[src/rtl/pcileech_tlp_pkg.sv]
// Shared TLP stream types and limits for the PCIe TX path.
// Used by the TX arbiter and its skid buffer.
package pcileech_tlp_pkg;

    localparam int TLP_DATA_W    = 64;
    localparam int TLP_KEEP_W    = 2;
    localparam int TXARB_MAX_SRC = 4;

    typedef struct packed {
        logic [TLP_DATA_W-1:0] data;
        logic [TLP_KEEP_W-1:0] keep;
        logic                  last;
    } tlp_beat_t;

    typedef enum logic [1:0] {
        TXARB_IDLE = 2'd0,
        TXARB_BUSY = 2'd1,
        TXARB_DROP = 2'd2
    } txarb_state_t;

endpackage

[src/rtl/pcileech_tlp_skid.sv]
// Two-entry registered skid buffer for TLP beats; output is always driven from
// storage, so a beat appears downstream one cycle after it is accepted.
module pcileech_tlp_skid
    import pcileech_tlp_pkg::*;
(
    input  logic      clk,
    input  logic      rst,
    input  logic      in_valid,
    output logic      in_ready,
    input  tlp_beat_t in_beat,
    output logic      out_valid,
    input  logic      out_ready,
    output tlp_beat_t out_beat,
    output logic      full
);

    tlp_beat_t  mem [2];
    logic [1:0] count;
    logic       wr_ptr;
    logic       rd_ptr;
    logic       push;
    logic       pop;

    assign full      = (count == 2'd2);
    assign in_ready  = ~full;
    assign out_valid = (count != 2'd0);
    assign out_beat  = mem[rd_ptr];
    assign push      = in_valid & in_ready;
    assign pop       = out_valid & out_ready;

    always_ff @(posedge clk or posedge rst) begin
        if (rst) begin
            mem[0] <= '0;
            mem[1] <= '0;
            count  <= 2'd0;
            wr_ptr <= 1'b0;
            rd_ptr <= 1'b0;
        end else begin
            if (push) begin
                mem[wr_ptr] <= in_beat;
                wr_ptr      <= ~wr_ptr;
            end
            if (pop) begin
                rd_ptr <= ~rd_ptr;
            end
            case ({push, pop})
                2'b10:   count <= count + 2'd1;
                2'b01:   count <= count - 2'd1;
                default: count <= count;
            endcase
        end
    end

endmodule

[src/rtl/pcileech_tlp_tx_arb.sv]
// Packet-atomic round-robin arbiter sharing the PCIe core TX stream between requesters.
// Optional PCILEECH_TXARB_STATS_EN adds per-source packet counters and a stall counter.
module pcileech_tlp_tx_arb
    import pcileech_tlp_pkg::*;
#(
    parameter int NUM_SRC   = 2,
    parameter int MAX_BEATS = 66
)
(
    input  logic                    clk,
    input  logic                    rst,
    input  logic                    link_up,
    input  logic [64*NUM_SRC-1:0]   s_tdata,
    input  logic [2*NUM_SRC-1:0]    s_tkeep,
    input  logic [NUM_SRC-1:0]      s_tlast,
    input  logic [NUM_SRC-1:0]      s_tvalid,
    output logic [NUM_SRC-1:0]      s_tready,
    output logic [63:0]             m_tdata,
    output logic [1:0]              m_tkeep,
    output logic                    m_tlast,
    output logic                    m_tvalid,
    input  logic                    m_tready,
    output logic [1:0]              grant_idx,
    output logic                    busy,
    output logic                    err_oversize,
`ifdef PCILEECH_TXARB_STATS_EN
    output logic [NUM_SRC*16-1:0]   stat_pkts,
    output logic [15:0]             stat_stall,
`endif
    input  logic                    err_clr
);

    txarb_state_t state;
    txarb_state_t state_next;
    logic [1:0]   grant_next;
    logic [1:0]   rr_idx;
    logic         rr_found;
    logic [6:0]   beat_cnt;
    logic [6:0]   cnt_next;
    logic         at_max;
    logic         err_set;
    logic         sel_valid;
    tlp_beat_t    sel_beat;
    tlp_beat_t    skid_in_beat;
    tlp_beat_t    skid_out_beat;
    logic         skid_in_valid;
    logic         skid_in_ready;
    logic         skid_out_valid;
    logic         skid_full;

    assign at_max = (beat_cnt == 7'(MAX_BEATS - 1));
    assign busy   = (state != TXARB_IDLE);

    always_comb begin
        sel_valid = 1'b0;
        sel_beat  = '0;
        for (int k = 0; k < NUM_SRC; k++) begin
            if (grant_idx == 2'(k)) begin
                sel_valid     = s_tvalid[k];
                sel_beat.data = s_tdata[64*k +: 64];
                sel_beat.keep = s_tkeep[2*k +: 2];
                sel_beat.last = s_tlast[k];
            end
        end
    end

    // Search starts one past the last grant so every requester gets a turn per packet.
    always_comb begin
        rr_found = 1'b0;
        rr_idx   = grant_idx;
        for (int i = 1; i <= NUM_SRC; i++) begin
            for (int k = 0; k < NUM_SRC; k++) begin
                if (!rr_found && s_tvalid[k] && (k == (int'(grant_idx) + i) % NUM_SRC)) begin
                    rr_found = 1'b1;
                    rr_idx   = 2'(k);
                end
            end
        end
    end

    always_comb begin
        state_next         = state;
        grant_next         = grant_idx;
        cnt_next           = beat_cnt;
        err_set            = 1'b0;
        s_tready           = '0;
        skid_in_valid      = 1'b0;
        skid_in_beat       = sel_beat;
        skid_in_beat.last  = sel_beat.last | at_max;
        case (state)
            TXARB_IDLE: begin
                if (link_up && rr_found) begin
                    grant_next = rr_idx;
                    state_next = TXARB_BUSY;
                end
            end
            TXARB_BUSY: begin
                skid_in_valid = sel_valid;
                for (int k = 0; k < NUM_SRC; k++) begin
                    if (grant_idx == 2'(k)) begin
                        s_tready[k] = ~skid_full;
                    end
                end
                if (sel_valid && skid_in_ready) begin
                    if (sel_beat.last) begin
                        state_next = TXARB_IDLE;
                        cnt_next   = 7'd0;
                    end else if (at_max) begin
                        state_next = TXARB_DROP;
                        cnt_next   = 7'd0;
                        err_set    = 1'b1;
                    end else begin
                        cnt_next = beat_cnt + 7'd1;
                    end
                end
            end
            TXARB_DROP: begin
                for (int k = 0; k < NUM_SRC; k++) begin
                    if (grant_idx == 2'(k)) begin
                        s_tready[k] = 1'b1;
                    end
                end
                if (sel_valid && sel_beat.last) begin
                    state_next = TXARB_IDLE;
                end
            end
            default: begin
                state_next = TXARB_IDLE;
            end
        endcase
    end

    always_ff @(posedge clk or posedge rst) begin
        if (rst) begin
            state        <= TXARB_IDLE;
            grant_idx    <= 2'(NUM_SRC - 1);
            beat_cnt     <= 7'd0;
            err_oversize <= 1'b0;
        end else begin
            state        <= state_next;
            grant_idx    <= grant_next;
            beat_cnt     <= cnt_next;
            err_oversize <= err_set | (err_oversize & ~err_clr);
        end
    end

    pcileech_tlp_skid u_skid (
        .clk       (clk),
        .rst       (rst),
        .in_valid  (skid_in_valid),
        .in_ready  (skid_in_ready),
        .in_beat   (skid_in_beat),
        .out_valid (skid_out_valid),
        .out_ready (m_tready),
        .out_beat  (skid_out_beat),
        .full      (skid_full)
    );

    assign m_tvalid = skid_out_valid;
    assign m_tdata  = skid_out_beat.data;
    assign m_tkeep  = skid_out_beat.keep;
    assign m_tlast  = skid_out_beat.last;

`ifdef PCILEECH_TXARB_STATS_EN
    // The grant may move on while a packet tail still sits in the skid buffer,
    // so the owning source travels alongside each buffered beat.
    logic [1:0] src_q [2];
    logic       src_wr;
    logic       src_rd;

    always_ff @(posedge clk or posedge rst) begin
        if (rst) begin
            src_q[0]   <= 2'd0;
            src_q[1]   <= 2'd0;
            src_wr     <= 1'b0;
            src_rd     <= 1'b0;
            stat_pkts  <= '0;
            stat_stall <= 16'd0;
        end else begin
            if (skid_in_valid && skid_in_ready) begin
                src_q[src_wr] <= grant_idx;
                src_wr        <= ~src_wr;
            end
            if (m_tvalid && m_tready) begin
                src_rd <= ~src_rd;
            end
            if (err_clr) begin
                stat_pkts  <= '0;
                stat_stall <= 16'd0;
            end else begin
                if (m_tvalid && m_tready && m_tlast) begin
                    for (int k = 0; k < NUM_SRC; k++) begin
                        if (src_q[src_rd] == 2'(k)) begin
                            stat_pkts[16*k +: 16] <= stat_pkts[16*k +: 16] + 16'd1;
                        end
                    end
                end
                if (m_tvalid && !m_tready && (stat_stall != 16'hFFFF)) begin
                    stat_stall <= stat_stall + 16'd1;
                end
            end
        end
    end
`endif

endmodule

[config.mk]
export PLATFORM = sky130hd
export DESIGN_NAME = pcileech_tlp_tx_arb
export DESIGN_NICKNAME = d
export VERILOG_FILES = /design/src/rtl/pcileech_tlp_pkg.sv /design/src/rtl/pcileech_tlp_skid.sv /design/src/rtl/pcileech_tlp_tx_arb.sv
export SDC_FILE = /design/constraint.sdc
export NUM_CORES = 1
export LEC_CHECK = 0
export ABC_CLOCK_PERIOD_IN_PS = 4500
export CORE_UTILIZATION = 43
export DETAILED_ROUTE_END_ITERATION = 16
export PLACE_DENSITY = 0.77
export SETUP_SLACK_MARGIN = 0.05
export SYNTH_ARGS = -nofsm -noshare
export SYNTH_HDL_FRONTEND = slang
export SYNTH_SLANG_ARGS = --single-unit
[constraint.sdc]
create_clock -name clk -period 4.5 [get_ports clk]
set_input_delay 0.45 -clock clk [delete_from_list [all_inputs] [get_ports clk]]
set_output_delay 0.45 -clock clk [all_outputs]
set_load 0.05 [all_outputs]
==> results of run 1 <==
==> power breakdown <==
part | internal (mW) | leakage (nW) | switching (mW)
registers | 1.97 | 1.77 | 0.380
clock network | 0.946 | 0.298 | 0.552
logic | 1.90 | 2.30 | 3.08
==> cell families (layout without fill, tap and decap cells) <==
family | after synthesis | after routing | share of synthesized area
AO/OA/AOI/OAI | 154 | 154 | 0.113
buffers and inverters | 56 | 262 | 0.0338
XOR/XNOR | 7 | 7 | 0.00867
other | 1 | 1 | 0.000530
adder cells (fa/ha/maj) | 6 | 6 | 0.0106
flip-flops | 149 | 149 | 0.527
AND/OR/NAND/NOR | 167 | 167 | 0.0986
multiplexers | 138 | 138 | 0.208
==> worst max-delay path by stage <==
| stage | start | end | slack [ns] | cells past startpoint |
|---|---|---|---|---|
| 3_5_place_dp | grant_idx[0]$_DFFE_PP1P_ | u_skid.mem[29]$_DFFE_PP0P_ | 2.04 | 4 |
| 5_1_grt | state[1]$_DFFE_PP0P_ | s_tready[0] | 1.48 | 7 |
| 4_1_cts | state[1]$_DFFE_PP0P_ | s_tready[0] | 1.60 | 7 |
| 2_1_floorplan | grant_idx[0]$_DFFE_PP1P_ | s_tready[1] | 1.88 | 5 |
| 3_3_place_gp | state[1]$_DFFE_PP0P_ | s_tready[0] | 2.07 | 7 |
| 6_report | state[1]$_DFFE_PP0P_ | s_tready[0] | 1.62 | 7 |
==> per-stage QoR <==
step           cell area (um2)   util  total power, mW
2_1_floorplan             7080      -             5.92
3_3_place_gp              9380  0.588             7.27
3_5_place_dp              9380  0.588             7.37
4_1_cts                  10000  0.627             8.92
5_1_grt                  10000  0.627             9.36
6_report                 10000  0.627             8.83
==> area by class of cell <==
type / count / area (um2) / area share
inverter: 9 / 37.5 / 0.00375
tap: 216 / 270 / 0.0270
sequential: 149 / 3730 / 0.373
multi-input combinational: 473 / 3100 / 0.310
clock buffer: 21 / 450 / 0.0450
clock inverter: 11 / 175 / 0.0175
timing repair buffer: 221 / 2230 / 0.223
==> per-layer routing <==
metal  share of wire  up-vias  routed length (um)  GRT usage
li1                -     2734                   -          -
met1            0.43     2654                7080      0.259
met2            0.48      175                7920      0.336
met3           0.067       20                1100     0.0484
met4           0.015        0                 246     0.0787
met5               0        -                   0          0
==> worst reg2reg max path, cell delays in order (launching register included) <==
cell and delay [ns]:
dfstp_4 0.88, mux2_2 0.42, nand4_1 0.36, buf_12 0.39
o21ai_0 0.31
==> registers in the layout, indices dropped and copies added, names as in the netlist <==
| name | count |
|---|---|
| beat_cnt | 7 |
| err_oversize | 1 |
| grant_idx | 1 |
| state | 2 |
| u_skid.count | 2 |
| u_skid.mem | 134 |
| u_skid.rd_ptr | 1 |
| u_skid.wr_ptr | 1 |
==> cell usage in the layout (no fill, tap or decap), types with 3 or more instances in the layout <==
master             n
a21oi_1           70
buf_4              5
nand4_1            4
mux2_2            69
nand2_1           69
ha_1               6
nand3_1            5
nor4_1             3
clkdlybuf4s50_1  213
xnor2_1            5
buf_12             3
dfrtp_1          147
inv_1              8
o21ai_0           74
bufinv_16          4
clkbuf_1           3
mux2i_1           69
nor2_1            74
clkinvlp_4         3
clkbuf_16         17
clkinv_4           3
==> summary.md, run 1 <==
| Metric | Value |
|---|---|
| # clock sinks | `149` |
| # rows | `46` |
| First-pass GRT wire length | `26,900 um` |
| Gpl congestion | `0.834` |
| Fill cells | `1,309` |
| Port bufs | `213` |
| Worst path bufs/invs | `3` |
| Die area | `0.0170 mm2` |
| Post-Place Cells | `1,068` |
| Setup bufs post-CTS | `0` |
| Final WS setup | `1.62 ns` |
| Clock root buffer | `clkbuf_16` |
| Vias in the first global route | `5,548` |
| Reg-to-reg endpoint | `u_skid.mem[29]$_DFFE_PP0P_` |
| Antenna viol nets, final | `0` |
| Largest net degree at the start of global routing | `135` |
| Top-area cell type share of the netlist area | `0.524` |
| Synth top area cells | `dfrtp_1 52%, mux2_2 11%, mux2i_1 9.8%, o21ai_0 5.2%, a21oi_1 5.0%` |
| ANT cells | `0` |
| Clock Pin Slew Worst Setup and Hold Paths | `0.06 ns` |
| Worst EP arrival | `2.43 ns` |
| Fmax | `0.347 GHz` |
| Max-slew violation count | `0` |
| Total number of vias | `5,583` |
| Fin cells | `1,100` |
| Hold/Removal Path Class | `in2async` |
| Worst reg2reg setup slack | `2.01 ns` |
| Max Cap Viol | `0` |
| Yosys cell types | `37` |
| CP max stage delay | `0.81 ns` |
| Die Height | `130 um` |
| Slowest cell on crit path | `clkdlybuf4s50_1` |
| DRC viols | `0` |
| Synthesized flop and latch total | `149` |
| Measured slew at the worst slew-check pin | `0.810 ns` |
| CP delay by family, top | `buffers and inverters` |
| EDFF count, synth | `0` |
| H-tree depth | `4` |
| Final Hold Fails | `0` |
| RR Startpoint | `grant_idx[0]$_DFFE_PP1P_` |
| Cts repair resizes | `0` |
| Slew headroom | `0.460` |
| Mapped Cells | `678` |
| Crit. End Element | `output port` |
| Layout cells sized above 1 | `0.126` |
| Critical path data required time | `4.05 ns` |
| Vias per cell | `5.08` |
| Worst VDD drop | `0.440 mV` |
| 1st-iter DRT viols | `281` |
| Hold Buf Count CTS | `0` |
| Critical path class | `reg2out` |
| Synth warnings | `0` |
| Core area | `0.0159 mm2` |
| Period utilization | `0.641` |
| RSZ-0062 raised after global routing | `false` |
| Nets | `1,018` |
| Most common library cells after synthesis | `148 x dfrtp_1, 74 x nor2_1, 74 x o21ai_0` |
| Setup Skew | `0.00638 ns` |
| WL final | `16,300 um` |
| Final min period | `2.88 ns` |
| Initial antenna violation count | `0` |
| Setup violators final | `0` |
| I/O pin count | `215` |
| Setup TNS | `0 ns` |
| GRT Util Overall | `0.204` |
| Primary FF master, synth | `dfrtp_1` |
| R2R depth | `4` |
| Seq/Total Area, Yosys | `0.527` |
| Lkg Pwr | `4.37 nW` |
| Most common cell in the synthesized netlist | `dfrtp_1` |
| Outcome | `completed` |
| Syn-to-layout area delta | `41.4%` |
| Syn avg cell area | `10.4 um2` |
| Cell-by-cell trace of the critical path | `inv_1, ha_1, inv_1, nor2_1, o21ai_0, nor2_1, clkdlybuf4s50_1` |
| Starting Density | `0.444` |
| Power Density | `883 mW/mm2` |
| Crit path launch type | `flip-flop` |
| Detailed Place HPWL | `11,200 um` |
| Synthesized area | `0.00707 mm2` |
| Place WS | `2.04 ns` |
| CTS tree | `done` |
| Number of buffers created by CTS | `17` |
| Chip width | `130 um` |
| Async set-reset flop share out of synthesis | `1.00` |
| Syn nets | `825` |
| Total iterations of the first detailed-routing run | `4` |
| Leading area contributor after synthesis | `dfrtp_1` |
| Clock Tree Buf Depth | `2` |
| Gr ovfl total | `0` |
| Crit Path Max Fanout | `6` |
| Routed length per placed instance | `14.9 um` |
| Hold slack | `0.446 ns` |
| Worst skew pair latency | `0.42 ns` |
(Power assumes the default switching activity.)
==> run 2, diff against run 1 <==
- ABC_CLOCK_PERIOD_IN_PS: 4500 -> 2550
- clock period: 4.5 -> 2.55 ns (I/O delays scaled with it)
==> run 2 against run 1 <==
  * Via count shrank 0.14%
  * Total power grew 74%
  * Sequential share of layout area shrank 0.093 points
  * Combinational power grew 77%
  * Setup slack lost 1.4 ns
  * Wire length shrank 0.30%
  * Die area is the same
==> summary.md, run 2 (same netlist as run 1, synthesis figures left out) <==
| Metric | Value |
|---|---|
| Share of power burned in registers | `0.267 (about the same)` |
| DRC viols | `0 (unchanged)` |
| Hold slack | `0.296 ns (-0.150 ns)` |
| I/O pin count | `215 (unchanged)` |
| Combinational share of power | `0.573 (+0.009)` |
| Clock Tree Buf Depth | `2 (unchanged)` |
| Vias in the first global route | `5,335 (-3.8%)` |
| Total iterations of the first detailed-routing run | `5 (+1)` |
| Fmax | `0.422 GHz` |
| Hold Buf Count CTS | `0 (unchanged)` |
| RSZ-0062 raised after global routing | `false` |
| P_int | `8.27 mW (+72%)` |
| Cts repair resizes | `0 (unchanged)` |
| Worst VDD drop | `0.816 mV (+85%)` |
| Register Area | `0.00373 mm2 (unchanged)` |
| First-pass GRT wire length | `25,800 um (-4.1%)` |
| Die Height | `130 um (unchanged)` |
| Busiest metal layer after global routing | `met2` |
| Hold/Removal Path Class | `in2async` |
| Detailed Place HPWL | `11,700 um (+4.6%)` |
| ANT cells | `0 (unchanged)` |
| CTS tree | `done` |
| Fill cells | `1,335 (+2.0%)` |
| Clock root buffer | `clkbuf_16` |
| Final WS setup | `0.182 ns (-1.43 ns)` |
| Starting Density | `0.444 (unchanged)` |
| Measured slew at the worst slew-check pin | `0.701 ns (-0.109 ns)` |
| GRT Util Overall | `0.198 (-0.00596)` |
| Crit path launch type | `flip-flop` |
| Clk pwr share | `0.160 (-0.010)` |
| Clock Pin Slew Worst Setup and Hold Paths | `0.06 ns (about the same)` |
| Outcome | `completed` |
| Port bufs | `213 (unchanged)` |
| Total number of vias | `5,575 (-0.14%)` |
| Largest net degree at the start of global routing | `87 (-36%)` |
| Max-slew violation count | `0 (unchanged)` |
| Layout cells sized above 1 | `0.177 (+0.0518)` |
| Biggest regs | `u_skid.mem: 134 flops, beat_cnt: 7 flops` |
| Number of buffers created by CTS | `17 (unchanged)` |
| Worst path bufs/invs | `2 (-1)` |
| Gpl congestion | `0.855 (+2.6%)` |
| Period utilization | `0.929` |
| Worst skew pair latency | `0.42 ns (about the same)` |
| Multi-input logic area | `0.00310 mm2 (unchanged)` |
| GR Util met3 | `0.0439 (-0.00451)` |
| Chip width | `130 um (unchanged)` |
| Setup bufs post-CTS | `0 (unchanged)` |
| Setup Skew | `0.00766 ns (+0.00127 ns)` |
| CP delay by family, top | `buffers and inverters` |
| Final Hold Fails | `0 (unchanged)` |
| Pwr Total | `15.4 mW (+74%)` |
| # clock sinks | `149 (unchanged)` |
| CP max stage delay | `0.72 ns (-0.09 ns)` |
| Power Density | `1530 mW/mm2 (+73%)` |
| Critical path data required time | `2.30 ns (-1.75 ns)` |
| Lkg Pwr | `4.46 nW (+2.0%)` |
| Gr ovfl total | `0 (unchanged)` |
| Slew headroom | `0.532 (+0.0716)` |
| Antenna viol nets, final | `0 (unchanged)` |
| Worst EP arrival | `2.11 ns (-0.32 ns)` |
| Nets | `1,026 (+0.79%)` |
| Crit Path Max Fanout | `32 (+26)` |
| Final min period | `2.37 ns` |
| Commonest non-fill, non-tap cell in the layout | `clkdlybuf4s50_1` |
| Setup violators final | `0 (unchanged)` |
| Switching share of total power | `0.462 (+0.00726)` |
| Worst reg2reg setup slack | `0.49 ns (-1.52 ns)` |
| H-tree depth | `4 (unchanged)` |
| Critical path class | `reg2out` |
| # rows | `46 (unchanged)` |
| Setup TNS | `0 ns (unchanged)` |
| Util after Layout | `0.629 (+0.00157)` |
| Place WS | `0.447 ns (-1.59 ns)` |
| Sw Pwr | `7.09 mW (+77%)` |
| Met2 Usage GRT | `0.335 (-0.000939)` |
| Slowest cell on crit path | `clkdlybuf4s50_1` |
| Reg with most FFs | `u_skid.mem` |
| Most frequent cells in the layout | `176 x clkdlybuf4s50_1, 147 x dfrtp_1, 74 x o21ai_0, 74 x nor2_1, 70 x a21oi_1` |
| Max reg flops | `134 (unchanged)` |
| Initial antenna violation count | `0 (unchanged)` |
| Routed length per placed instance | `14.7 um (-0.93%)` |
| Cell-by-cell trace of the critical path | `buf_12, mux2_2, clkdlybuf4s50_1` |
| GR Layer Usage met1 | `0.244 (-0.0150)` |
| Core area | `0.0159 mm2 (unchanged)` |
| Max Cap Viol | `0 (unchanged)` |
| 1st-iter DRT viols | `294 (+4.6%)` |
| Crit. End Element | `output port` |
| Die area | `0.0170 mm2 (unchanged)` |
| Syn-to-layout area delta | `41.8%` |
| Vias per cell | `5.04 (-0.77%)` |
| WL final | `16,300 um (-0.30%)` |
-- run 2: worst register-to-register path, stage by stage (launching register included) --
cell	delay, ns
dfstp_4	0.73
mux2i_1	0.21
nor4_4	0.40
buf_12	0.35
nor2_1	0.13
a21oi_1	0.16
-- run 2: worst paths after layout --
path | cells after the start | start | end
setup / recovery | 3 | u_skid.rd_ptr$_DFFE_PP0P_ | m_tdata[16]
hold / removal | 2 | rst | u_skid.mem[32]$_DFFE_PP0P_
min in group clk | 3 | err_clr | err_oversize$_DFF_PP0_
max in group asynchronous | 3 | rst | grant_idx[0]$_DFFE_PP1P_
setup reg to reg | 5 | grant_idx[0]$_DFFE_PP1P_ | u_skid.mem[84]$_DFFE_PP0P_
hold reg to reg | 2 | u_skid.mem[50]$_DFFE_PP0P_ | u_skid.mem[50]$_DFFE_PP0P_
-- run 2: per-stage QoR --
step,cells,instance area (um2)
finish,1107,10000
CTS,1107,10000
global placement,1076,9440
global route,1107,10000
detailed placement,1076,9440
floorplan,678,7080
-- run 2: cell type report --
type                            instances  share of cell area
Multi-Input combinational cell        473               0.309
Timing Repair Buffer                  229               0.229
Sequential cell                       149               0.373
Tap cell                              216              0.0270
Clock buffer                           19              0.0452
Inverter                                9             0.00374
Clock inverter                         12              0.0130
-- run 2: power groups by stage --
| stage | Clock, mW | Combinational [mW] | Sequential (mW) |
|---|---|---|---|
| 2_1_floorplan | 0 | 6.51 | 3.94 |
| 3_3_place_gp | 0 | 8.74 | 4.08 |
| 3_5_place_dp | 0 | 8.87 | 4.14 |
| 4_1_cts | 2.50 | 8.91 | 4.11 |
| 5_1_grt | 2.60 | 9.41 | 4.26 |
| 6_report | 2.45 | 8.80 | 4.10 |
-- run 2: layer usage --
metal	share of wire	vias to the layer above	routed length (um)
li1	-	2751	-
met1	0.43	2647	7010
met2	0.50	160	8120
met3	0.058	17	952
met4	0.013	0	219
met5	0	-	0
==> run 3, diff against run 2 <==
- CORE_UTILIZATION: 43 -> 44
- SYNTH_HIERARCHICAL: default -> 1
==> run 3 against run 2 <==
  * Fmax is 1.5% higher
  * Clock power hardly changed
  * Total power is 3.4% higher
  * Highest routed layer unchanged
==> summary.md, run 3 <==
| Metric | Value |
|---|---|
| Outcome | `completed` |
| Setup TNS | `0 ns (unchanged)` |
| # clock sinks | `149 (unchanged)` |
| EDFF count, synth | `0 (unchanged)` |
| Gr ovfl total | `0 (unchanged)` |
| RSZ-0062 raised after global routing | `false` |
| Combinational share of power | `0.579 (+0.006)` |
| Starting Density | `0.456 (+0.0129)` |
| Antenna viol nets, final | `0 (unchanged)` |
| Number of buffers created by CTS | `17 (unchanged)` |
| Synth top area cells | `dfrtp_1 48%, mux2_2 35%, mux2_4 5.9%, buf_6 1.3%, ha_1 0.98%` |
| Clock root buffer | `clkbuf_16` |
| Period utilization | `0.915 (-0.0137)` |
| Fill cells | `1,280 (-4.1%)` |
| Lkg Pwr | `4.52 nW (+1.4%)` |
| Most common cell in the synthesized netlist | `mux2_2` |
| Synth warnings | `6 (+6)` |
| Worst path bufs/invs | `2 (unchanged)` |
| CP max stage delay | `0.47 ns (-0.25 ns)` |
| Slowest cell on crit path | `clkdlybuf4s15_1` |
| H-tree depth | `4 (unchanged)` |
| Met2 Usage GRT | `0.340 (+0.00487)` |
| Measured slew at the worst slew-check pin | `0.551 ns (-0.150 ns)` |
| Placed Instance Area | `0.00994 mm2 (+5.3%)` |
| Leading area contributor after synthesis | `dfrtp_1` |
| Crit. End Element | `output port` |
| Yosys cell types | `40 (+8.1%)` |
| Routed length per placed instance | `17.3 um (+18%)` |
| Share of power burned in registers | `0.264 (-0.003)` |
| Biggest regs | `u_skid/mem: 134 flops, beat_cnt: 7 flops` |
| Max reg flops | `134 (unchanged)` |
| Final Hold Fails | `0 (unchanged)` |
| Synthesized flop and latch total | `149 (unchanged)` |
| Slew headroom | `0.634 (+0.102)` |
| Die Height | `134 um (+2.8%)` |
| Critical path data required time | `2.30 ns (about the same)` |
| Port bufs | `213 (unchanged)` |
| Clock Tree Buf Depth | `2 (unchanged)` |
| P_int | `8.89 mW (+7.6%)` |
| Final Instance Area | `0.0105 mm2 (+4.7%)` |
| Crit path launch type | `flip-flop` |
| Synthesized area | `0.00765 mm2 (+8.2%)` |
| CTS tree | `done` |
| Syn nets | `684 (-17%)` |
| Setup violators final | `0 (unchanged)` |
| Detailed Place HPWL | `11,900 um (+2.1%)` |
| GR Layer Usage met1 | `0.246 (+0.00197)` |
| Primary FF master, synth | `dfrtp_1` |
| Max Cap Viol | `0 (unchanged)` |
| Core area | `0.0168 mm2 (+5.1%)` |
| Final min period | `2.33 ns (-0.0349 ns)` |
| Busiest metal layer after global routing | `met2` |
| Chip width | `134 um (+2.8%)` |
| Power Density | `1510 mW/mm2 (-1.2%)` |
| Most common library cells after synthesis | `239 x mux2_2, 148 x dfrtp_1, 30 x mux2_4` |
| Setup Skew | `0.00953 ns (+0.00187 ns)` |
| Worst EP arrival | `2.08 ns (-0.03 ns)` |
| Total number of vias | `5,023 (-9.9%)` |
| Fmax | `0.429 GHz (+1.5%)` |
| Hold/Removal Path Class | `in2async` |
| GR Util met3 | `0.0529 (+0.00904)` |
| Syn avg cell area | `14.2 um2 (+37%)` |
| Initial antenna violation count | `0 (unchanged)` |
| GRT Util Overall | `0.198 (about the same)` |
| DRC viols | `0 (unchanged)` |
| Hold Buf Count CTS | `0 (unchanged)` |
| WL final | `17,000 um (+4.1%)` |
| Max-slew violation count | `0 (unchanged)` |
| # rows | `47 (+2.2%)` |
| First-pass GRT wire length | `27,700 um (+7.3%)` |
| Syn-to-layout area delta | `37.2%` |
| Clock Pin Slew Worst Setup and Hold Paths | `0.07 ns (about the same)` |
| CP delay by family, top | `buffers and inverters` |
| Worst VDD drop | `0.859 mV (+5.3%)` |
| Gpl congestion | `0.852 (-0.34%)` |
| Cell-by-cell trace of the critical path | `inv_1, ha_1, nor2b_1, o21ai_0, nor2_1, clkdlybuf4s15_1` |
| Critical path class | `reg2out` |
| Worst skew pair latency | `0.42 ns (about the same)` |
| Largest net degree at the start of global routing | `75 (-14%)` |
| Vias in the first global route | `5,558 (+4.2%)` |
| Mapped Cells | `537 (-21%)` |
| Clk pwr share | `0.156 (-0.004)` |
| Nets | `894 (-13%)` |
| ANT cells | `0 (unchanged)` |
| Switching share of total power | `0.440 (-0.0219)` |
| Top-area cell type share of the netlist area | `0.484 (-0.0396)` |
| Die area | `0.0179 mm2 (+5.6%)` |
| Crit Path Max Fanout | `7 (-78%)` |
| Cts repair resizes | `30 (+30)` |
| 1st-iter DRT viols | `143 (-51%)` |
| Layout cells sized above 1 | `0.468 (+0.291)` |
| Vias per cell | `5.13 (+1.8%)` |
| Sw Pwr | `6.98 mW (-1.6%)` |
| Seq/Total Area, Yosys | `0.488 (-0.0399)` |
| Total iterations of the first detailed-routing run | `4 (-1)` |
| Reg with most FFs | `u_skid/mem` |
| Async set-reset flop share out of synthesis | `1.00 (unchanged)` |
| Most frequent cells in the layout | `239 x mux2_2, 149 x clkdlybuf4s50_1, 147 x dfrtp_1` |
| Commonest non-fill, non-tap cell in the layout | `mux2_2` |
| Setup bufs post-CTS | `0 (unchanged)` |
| I/O pin count | `215 (unchanged)` |
[run 3: changes by cell type after synthesis, sizes merged, moves of 4 or more]
cell,delta
nor4,-4
nand2,-63
nand4,-4
nor2,-69
o21ai,-63
mux2,+200
buf,-4
mux2i,-68
a21oi,-68
clkbuf,-10
[run 3: final cells by class]
cell class / count / area [um2] / share of cell area
repair buffers: 224 / 2180 / 0.208
clock buffers: 17 / 425 / 0.0405
clock inverters: 15 / 163 / 0.0155
inverters: 11 / 45.0 / 0.00429
multi-input cells: 344 / 3670 / 0.350
flip-flops and latches: 149 / 3730 / 0.356
well taps: 220 / 275 / 0.0262
[run 3: cells by family after synthesis]
kind of cell / after synthesis / share of synthesized area
mux: 270 / 0.412
flops: 149 / 0.488
buf+inv: 44 / 0.0327
simple gates: 35 / 0.0291
compound gates: 27 / 0.0226
fa+ha+maj: 6 / 0.00981
xor+xnor: 5 / 0.00573
other cells: 1 / 0.000490
[run 3: per-layer routing]
layer  part of all wire  vias up
met5                  0        -
met4              0.011        0
met3              0.060       14
met2               0.50      149
met1               0.42     2498
li1                   -     2362
[run 3: worst register-to-register path, stage by stage, from the launching register on]
cell      delay, ns
dfstp_4        0.63
mux2_2         0.37
and2_1         0.20
nand3b_1       0.20
buf_12         0.27
mux2_2         0.42
[run 3: worst paths after layout]
check,startpoint,end,slack [ns],cells past startpoint
min,rst,beat_cnt[6]$_DFFE_PP0P_,0.27,2
max in group asynchronous,rst,u_skid/mem[39]$_DFFE_PP0P_,1.83,3
min in group clk,err_clr,err_oversize$_DFF_PP0_,0.41,2
min reg2reg,u_skid/mem[23]$_DFFE_PP0P_,u_skid/mem[23]$_DFFE_PP0P_,0.50,1
max,state[1]$_DFFE_PP0P_,s_tready[0],0.22,6
max reg2reg,grant_idx[0]$_DFFE_PP1P_,u_skid/mem[120]$_DFFE_PP0P_,0.34,5
[run 3: metrics by stage]
stage	instances	utilization	setup WS (ns)	power [mW]	hold WS [ns]
after floorplan	537	-	0.216	11.2	0.107
after global placement	948	0.593	0.374	13.5	0.475
after detailed placement	948	0.593	0.327	13.7	0.490
after CTS	980	0.626	0.172	16.0	0.251
after global routing	980	0.626	0.0609	16.7	0.270
final	980	0.626	0.217	15.9	0.266
[run 3: power by group through the flow]
| stage | logic [mW] | registers [mW] | clock network, mW |
|---|---|---|---|
| 4_1_cts | 9.30 | 4.20 | 2.54 |
| 6_report | 9.19 | 4.20 | 2.48 |
| 2_1_floorplan | 7.15 | 4.01 | 0 |
| 5_1_grt | 9.70 | 4.35 | 2.63 |
| 3_3_place_gp | 9.32 | 4.13 | 0 |
| 3_5_place_dp | 9.51 | 4.23 | 0 |
